File: src/rtl/alu_pkg.sv
// alu_pkg: opcodes, logic-group function encoding and instruction field positions for alu_core
package alu_pkg;
  localparam logic [4:0] OP_ADD   = 5'b10000;
  localparam logic [4:0] OP_ADC   = 5'b10001;
  localparam logic [4:0] OP_SUB   = 5'b10010;
  localparam logic [4:0] OP_LOGIC = 5'b10011;
  localparam int OPC_MSB = 15;
  localparam int OPC_LSB = 11;
  localparam int FN_MSB  = 8;
  localparam int FN_LSB  = 6;
  localparam int IMM_BIT = 5;
  localparam int IMM_MSB = 4;
  typedef enum logic [2:0] {
    FN_AND = 3'b000,
    FN_OR  = 3'b001,
    FN_NOT = 3'b010,
    FN_XOR = 3'b011,
    FN_SLL = 3'b100,
    FN_SRL = 3'b101,
    FN_SRA = 3'b110
  } func_e;
  function automatic logic is_arith(logic [4:0] op);
    return op inside {OP_ADD, OP_ADC, OP_SUB};
  endfunction
endpackage

File: src/rtl/alu_if.sv
// alu_if: operand/instruction bundle into alu_core and its registered results; flag outputs exist only with ALU_FLAGS_EN
interface alu_if #(parameter int WIDTH = 16);
  logic             valid_in;
  logic [15:0]      instruction;
  logic [WIDTH-1:0] regA;
  logic [WIDTH-1:0] regA_imm6;
  logic [WIDTH-1:0] regA_imm8;
  logic [WIDTH-1:0] regB;
  logic             carry;
  logic [WIDTH-1:0] result;
  logic             carry_out;
  logic             valid_out;
`ifdef ALU_FLAGS_EN
  logic             zero;
  logic             negative;
  logic             overflow;
  modport master (output valid_in, instruction, regA, regA_imm6, regA_imm8, regB, carry,
                  input result, carry_out, valid_out, zero, negative, overflow);
  modport slave  (input valid_in, instruction, regA, regA_imm6, regA_imm8, regB, carry,
                  output result, carry_out, valid_out, zero, negative, overflow);
`else
  modport master (output valid_in, instruction, regA, regA_imm6, regA_imm8, regB, carry,
                  input result, carry_out, valid_out);
  modport slave  (input valid_in, instruction, regA, regA_imm6, regA_imm8, regB, carry,
                  output result, carry_out, valid_out);
`endif
endinterface

File: src/rtl/alu_shifter.sv
// alu_shifter: combinational SLL/SRL/SRA with the last bit shifted out (0 for a zero amount)
module alu_shifter import alu_pkg::*; #(
  parameter int WIDTH = 16,
  localparam int SW = $clog2(WIDTH)
) (
  input  logic [WIDTH-1:0] a_i,
  input  logic [SW-1:0]    amt_i,
  input  func_e            fn_i,
  output logic [WIDTH-1:0] res_o,
  output logic             c_o
);
  logic [WIDTH:0] l, rl;
  logic signed [WIDTH:0] ra;
  // one guard bit beyond each end catches the shifted-out bit and reads 0 when nothing moves
  always_comb begin
    l = {1'b0, a_i} << amt_i;
    rl = {a_i, 1'b0} >> amt_i;
    ra = $signed({a_i, 1'b0}) >>> amt_i;
    res_o = fn_i == FN_SLL ? l[WIDTH-1:0] : fn_i == FN_SRA ? ra[WIDTH:1] : rl[WIDTH:1];
    c_o = fn_i == FN_SLL ? l[WIDTH] : fn_i == FN_SRA ? ra[0] : rl[0];
  end
endmodule

File: src/rtl/alu_core.sv
// alu_core: registered 16-bit execute-stage ALU (add/adc/sub, logic, shifts); ALU_FLAGS_EN adds zero/negative/overflow outputs
module alu_core import alu_pkg::*; #(
  parameter int WIDTH = 16
) (
  input logic  clk,
  input logic  rst,
  alu_if.slave bus
);
  localparam int SW = $clog2(WIDTH);
  logic [4:0] opcode;
  func_e fn;
  logic [WIDTH-1:0] a, b, op_b, sh_res, res_d, result_q;
  logic [WIDTH:0] sum;
  logic sh_c, c_d, carry_q, valid_q, unused_ok;
  assign opcode = bus.instruction[OPC_MSB:OPC_LSB];
  assign fn = func_e'(bus.instruction[FN_MSB:FN_LSB]);
  assign a = bus.regA;
  assign b = bus.regB;
  assign op_b = bus.instruction[IMM_BIT] ? {{(WIDTH-5){bus.instruction[IMM_MSB]}}, bus.instruction[IMM_MSB:0]} : b;
  assign unused_ok = ^{bus.regA_imm6, bus.regA_imm8, bus.instruction[10:9]};
  alu_shifter #(.WIDTH(WIDTH)) u_shifter (
    .a_i(a), .amt_i(b[SW-1:0]), .fn_i(fn), .res_o(sh_res), .c_o(sh_c)
  );
  // the extra top bit of sum is carry-out for adds and borrow for subtract
  always_comb begin
    sum = opcode == OP_SUB ? {1'b0, a} - {1'b0, op_b}
                           : {1'b0, a} + {1'b0, op_b} + {{WIDTH{1'b0}}, opcode == OP_ADC && bus.carry};
    res_d = '0;
    c_d = 1'b0;
    if (is_arith(opcode)) begin
      res_d = sum[WIDTH-1:0];
      c_d = sum[WIDTH];
    end else if (opcode == OP_LOGIC) begin
      res_d = fn == FN_AND ? a & b : fn == FN_OR ? a | b : fn == FN_NOT ? ~a : fn == FN_XOR ? a ^ b
            : fn inside {FN_SLL, FN_SRL, FN_SRA} ? sh_res : '0;
      c_d = fn inside {FN_SLL, FN_SRL, FN_SRA} && sh_c;
    end
  end
`ifdef ALU_FLAGS_EN
  logic ov_d, zero_q, neg_q, ov_q;
  // signed overflow: operand signs (B inverted for subtract) agree but the result sign differs
  always_comb begin
    ov_d = is_arith(opcode) && (a[WIDTH-1] ^ op_b[WIDTH-1]) == (opcode == OP_SUB) && sum[WIDTH-1] != a[WIDTH-1];
  end
  // flags follow the same capture rules as result
  always_ff @(posedge clk) begin
    if (rst) begin
      zero_q <= 1'b0;
      neg_q <= 1'b0;
      ov_q <= 1'b0;
    end else if (bus.valid_in) begin
      zero_q <= res_d == '0;
      neg_q <= res_d[WIDTH-1];
      ov_q <= ov_d;
    end
  end
  assign bus.zero = zero_q;
  assign bus.negative = neg_q;
  assign bus.overflow = ov_q;
`endif
  // capture on valid_in, hold otherwise; valid_out is valid_in one cycle late
  always_ff @(posedge clk) begin
    if (rst) begin
      result_q <= '0;
      carry_q <= 1'b0;
      valid_q <= 1'b0;
    end else begin
      valid_q <= bus.valid_in;
      if (bus.valid_in) begin
        result_q <= res_d;
        carry_q <= c_d;
      end
    end
  end
  assign bus.result = result_q;
  assign bus.carry_out = carry_q;
  assign bus.valid_out = valid_q;
endmodule

File: src/flat_wrapper.sv
// flat-port wrapper written by rule: the top's interface ports become plain ports
module alu_core_flat import alu_pkg::*;
#(
  parameter int WIDTH = 16
)
  (clk, rst, bus_valid_in, bus_instruction, bus_regA, bus_regA_imm6, bus_regA_imm8, bus_regB, bus_carry, bus_result, bus_carry_out, bus_valid_out);
  alu_if #(.WIDTH(WIDTH)) bus_i ();
  input logic clk;
  input logic rst;
  input wire logic [$bits(bus_i.valid_in)-1:0] bus_valid_in;
  input wire logic [$bits(bus_i.instruction)-1:0] bus_instruction;
  input wire logic [$bits(bus_i.regA)-1:0] bus_regA;
  input wire logic [$bits(bus_i.regA_imm6)-1:0] bus_regA_imm6;
  input wire logic [$bits(bus_i.regA_imm8)-1:0] bus_regA_imm8;
  input wire logic [$bits(bus_i.regB)-1:0] bus_regB;
  input wire logic [$bits(bus_i.carry)-1:0] bus_carry;
  output wire logic [$bits(bus_i.result)-1:0] bus_result;
  output wire logic [$bits(bus_i.carry_out)-1:0] bus_carry_out;
  output wire logic [$bits(bus_i.valid_out)-1:0] bus_valid_out;
  assign bus_i.valid_in = bus_valid_in;
  assign bus_i.instruction = bus_instruction;
  assign bus_i.regA = bus_regA;
  assign bus_i.regA_imm6 = bus_regA_imm6;
  assign bus_i.regA_imm8 = bus_regA_imm8;
  assign bus_i.regB = bus_regB;
  assign bus_i.carry = bus_carry;
  assign bus_result = bus_i.result;
  assign bus_carry_out = bus_i.carry_out;
  assign bus_valid_out = bus_i.valid_out;
  alu_core #(.WIDTH(WIDTH)) u_core (.clk(clk), .rst(rst), .bus(bus_i));
endmodule
File: config.mk
export PLATFORM = sky130hd
export DESIGN_NAME = alu_core_flat
export DESIGN_NICKNAME = d
export VERILOG_FILES = /design/src/rtl/alu_pkg.sv /design/src/rtl/alu_if.sv /design/src/rtl/alu_shifter.sv /design/src/rtl/alu_core.sv /design/src/flat_wrapper.sv
export SDC_FILE = /design/constraint.sdc
export NUM_CORES = 1
export LEC_CHECK = 0
export CORE_UTILIZATION = 60
export CTS_CLUSTER_DIAMETER = 80
export DETAILED_ROUTE_END_ITERATION = 12
export DONT_BUFFER_PORTS = 1
export HOLD_SLACK_MARGIN = 0.02
export MAX_ROUTING_LAYER = met4
export PLACE_DENSITY = 0.76
export SETUP_SLACK_MARGIN = 0.2
export SYNTH_ARGS = -nofsm -noshare
export SYNTH_HDL_FRONTEND = slang
export SYNTH_SLANG_ARGS = --single-unit
export TNS_END_PERCENT = 1
File: constraint.sdc
create_clock -name clk -period 7.5 [get_ports clk]
set_input_delay 1.5 -clock clk [delete_from_list [all_inputs] [get_ports clk]]
set_output_delay 1.5 -clock clk [all_outputs]
set_load 0.02 [all_outputs]
==> results.md <==
- Switching share of total power: 0.439
- Critical-path top delay cell: sky130_fd_sc_hd__or3b_1
- Critical path data required time: 7.66 ns
- Vias in the first global route: 5265
- Clock sink count: 18
- Crit. Startpoint: bus_instruction[14]
- Post-synthesis cell area: 0.00533 sq mm
- Port Buffers: 0
- Detailed placer's ending HPWL: 14100 um
- Full die area: 0.00927 sq mm
- Outcome: completed
- Unrepaired setup endpoints after global routing: no
- Worst Slack Setup Final: 2.67 ns
- Number of nets in the finished design: 837
- Data arrival time of the critical path: 4.98 ns
- Initial core utilization: 0.614
- Clock network fraction of total power: 0.161
- Antenna violations before repair: 0
- Headroom to the max-slew limit: 0.441
- Core box area: 0.00868 sq mm
- Reported net switching power: 220 uW
- Detail-routed via count per cell: 7.36
- Average footprint of a synthesized cell: 7.29 sq um
- Number of distinct library cells after synthesis: 70
- Cell count after synthesis: 731
- Synthesized net count: 882
- Area occupied by multi-input gates: 0.00450 sq mm
- Wire length of the first global-routing pass: 29100 um
- Cell internal pwr: 281 uW
- Sequential cell area: 360 sq um
- Pin count of the biggest net entering global routing: 59
- Most frequent cells in the layout: sky130_fd_sc_hd__nor2_1 (79), sky130_fd_sc_hd__a21oi_1 (68), sky130_fd_sc_hd__ha_1 (64)
- Sort of element at the start of the critical path: primary input
- Total GRT Usage: 0.430
- FFs w/ async S/R, synth: 0
- Total vias in the final route: 5837
- Final routed wire length divided by cell count: 23.9 um
- Final core occ: 0.611
- Largest buffer count on any clock path: 2
- Total power of the final layout: 500 uW
- Worst reg-to-reg setup slack: 6.21 ns
- Slowest stage delay, CP: 0.47 ns
- Setup violations, final: 0
- Fin Setup TNS: 0 ns
- Latest clock arrival within the worst-skew pair: 0.25 ns
- Ant. Diodes: 0
- Reg-to-reg critical path startpoint: u_core.bus.result[9]
- Buffers inserted during post-CTS setup optimization: 0
- Number of nets with antenna violations after routing: 0
- CTS resizes: 0
- Final-layout worst hold slack: 0.577 ns
- Starting DRT DRC Count: 744
- I/O pin cnt: 102
- Part of the cycle the worst path needs: 0.644
- DRC violations left: 0
- Leak Pwr: 2.15 nW
- Height of the chip: 96.3 um
- Sequential fraction of the synthesis area: 0.0676
- Clock tree from TritonCTS: done
- Count of flip-flops with a built-in enable after synthesis: 0
- Rows: 34
- Layout cells sized above 1: 0.0730
- H-tree Lvls: 1
- Worst min path class: reg2reg
- Buffer cell driving the clock tree root: sky130_fd_sc_hd__clkbuf_8
- Total length of routed wires: 19000 um
- Total CTS buffers: 3
- Power density cells: 94.4 mW/mm^2
- Critical Path Fanout Max: 7
- Die X: 96.3 um
- Start-to-end type of the worst setup path: in2reg
- Commonest non-fill, non-tap cell in the layout: sky130_fd_sc_hd__nor2_1
- Signed area change from the synthesized netlist to the final layout: -0.587%
- Maximum ir drop on the vdd rail: 0.0656 mV
- CTS Hold Buffers Added: 0
- Shortest clock period the worst path allows after layout: 4.83 ns
- Relative contribution of combinational cells to total power: 0.622
- Hold path start: u_core.bus.result[1]
- Peak clock frequency supported by timing: 207 MHz
- Maximum Capacitance Violations: 0
- Worst-path clk slew: 0.07 ns
- Total of flip-flops plus latches after synthesis: 18
- Most common flop cell mapped by yosys: sky130_fd_sc_hd__dfxtp_1
- Crit path cell chain: or3b_1 > nor2_1 > nand3_1 > fa_1 > fa_1 > o21bai_1 > a2111oi_2 > o31ai_1 > nor3_1 > a2111oi_2 > xnor2_1 > o41ai_2
- CP endpoint kind: register
- Number of search-and-repair iterations in the first detailed-routing pass: 6
- Syn. warnings: 0
- GRT Residual Overflow: 0
- Worst-Margin Slew: 0.838 ns
- Number of fillers in the final layout: 815
- Setup Slack @ Placement: 2.42 ns
- Routability cong.: 1.01
- Count of final hold-check violations: 0
- Worst clock skew on the final layout: 0 ns
- Sequential fraction of design power: 0.217
- Max-slew violation count: 0
final cells by class:
type,instances,share of cell area
Tap cell,108,0.0255
Multi-Input combinational cell,598,0.849
Inverter,63,0.0446
Sequential cell,18,0.0680
Timing Repair Buffer,2,0.00283
Clock buffer,4,0.0104
per-stage QoR:
stage          area [sq um]  cells
6_report               5300    793
5_1_grt                5300    793
4_1_cts                5300    793
3_5_place_dp           5250    789
3_3_place_gp           5250    789
2_1_floorplan          5330    731
critical path: cells and delay by family:
| kind | cells | cell delay [ns] |
|---|---|---|
| XOR/XNOR | 1 | 0.16 |
| AO/OA/AOI/OAI | 5 | 1.45 |
| AND/OR/NAND/NOR | 4 | 1.00 |
| adder cells (fa/ha/maj) | 2 | 0.88 |
metal layers:
layer  routed length (um)  vias up  global-route usage
met2                 8290      420               0.632
li1                     -     2606                   -
met1                 7680     2767               0.571
met3                 2590       44               0.133
met5                    0        -                   -
met4                  421        0               0.108
power by group through the flow:
stage | Clock (mW) | Combinational [mW] | Sequential, mW
final | 0.0803 | 0.311 | 0.109
after global routing | 0.0828 | 0.340 | 0.110
after CTS | 0.0796 | 0.301 | 0.109
after detailed placement | 0 | 0.299 | 0.111
after global placement | 0 | 0.293 | 0.111
after floorplan | 0 | 0.261 | 0.110
synth_stat cells (4+ instances only):
master | n | area (sq um)
sky130_fd_sc_hd__and2_1 | 4 | 25.0
sky130_fd_sc_hd__dfxtp_1 | 18 | 360
sky130_fd_sc_hd__nand2_1 | 56 | 210
sky130_fd_sc_hd__o21bai_1 | 7 | 52.6
sky130_fd_sc_hd__o211ai_1 | 17 | 128
sky130_fd_sc_hd__a21o_1 | 4 | 30.0
sky130_fd_sc_hd__buf_1 | 7 | 26.3
sky130_fd_sc_hd__mux4_2 | 27 | 608
sky130_fd_sc_hd__a211o_1 | 8 | 70.1
sky130_fd_sc_hd__nor2b_1 | 8 | 50.1
sky130_fd_sc_hd__inv_1 | 62 | 233
sky130_fd_sc_hd__a311oi_1 | 8 | 70.1
sky130_fd_sc_hd__o31ai_1 | 7 | 52.6
sky130_fd_sc_hd__nor2_1 | 79 | 297
sky130_fd_sc_hd__o22ai_1 | 6 | 37.5
sky130_fd_sc_hd__nor3_1 | 16 | 80.1
sky130_fd_sc_hd__o21ai_0 | 45 | 225
sky130_fd_sc_hd__xnor2_1 | 10 | 87.6
sky130_fd_sc_hd__mux2_2 | 5 | 56.3
sky130_fd_sc_hd__nor3b_1 | 4 | 30.0
sky130_fd_sc_hd__a221oi_1 | 5 | 43.8
sky130_fd_sc_hd__o21a_1 | 5 | 37.5
sky130_fd_sc_hd__clkbuf_1 | 25 | 93.8
sky130_fd_sc_hd__ha_1 | 64 | 801
sky130_fd_sc_hd__buf_2 | 12 | 60.1
sky130_fd_sc_hd__nand3_1 | 21 | 105
sky130_fd_sc_hd__a21oi_1 | 68 | 340
sky130_fd_sc_hd__nand2b_1 | 10 | 62.6
sky130_fd_sc_hd__a21boi_0 | 8 | 60.1
sky130_fd_sc_hd__a31oi_1 | 7 | 43.8
sky130_fd_sc_hd__mux2i_1 | 17 | 170
sky130_fd_sc_hd__a211oi_1 | 18 | 135
sky130_fd_sc_hd__buf_4 | 6 | 45.0
sky130_fd_sc_hd__xor2_1 | 4 | 35.0
final timing paths:
kind                                         endpoint  depth (start not counted)
worst min register to register   u_core.bus.result[1]                          2
worst max register to register   u_core.bus.result[9]                          3
worst min-delay path             u_core.bus.result[1]                          2
worst max-delay path            u_core.bus.result[12]                         12
state kept, by name (all words and copies together), names as in the netlist:
| register | flops |
|---|---|
| u_core.bus.result | 16 |
| u_core.bus.carry_out | 1 |
| u_core.bus.valid_out | 1 |
kinds of logic after synthesis:
| group | after synthesis | synth area share |
|---|---|---|
| compound gates | 249 | 0.311 |
| xor+xnor | 14 | 0.0230 |
| fa+ha+maj | 67 | 0.161 |
| buf+inv | 115 | 0.0896 |
| flops | 18 | 0.0676 |
| mux | 49 | 0.156 |
| simple gates | 219 | 0.191 |
(Power assumes the default switching activity.)
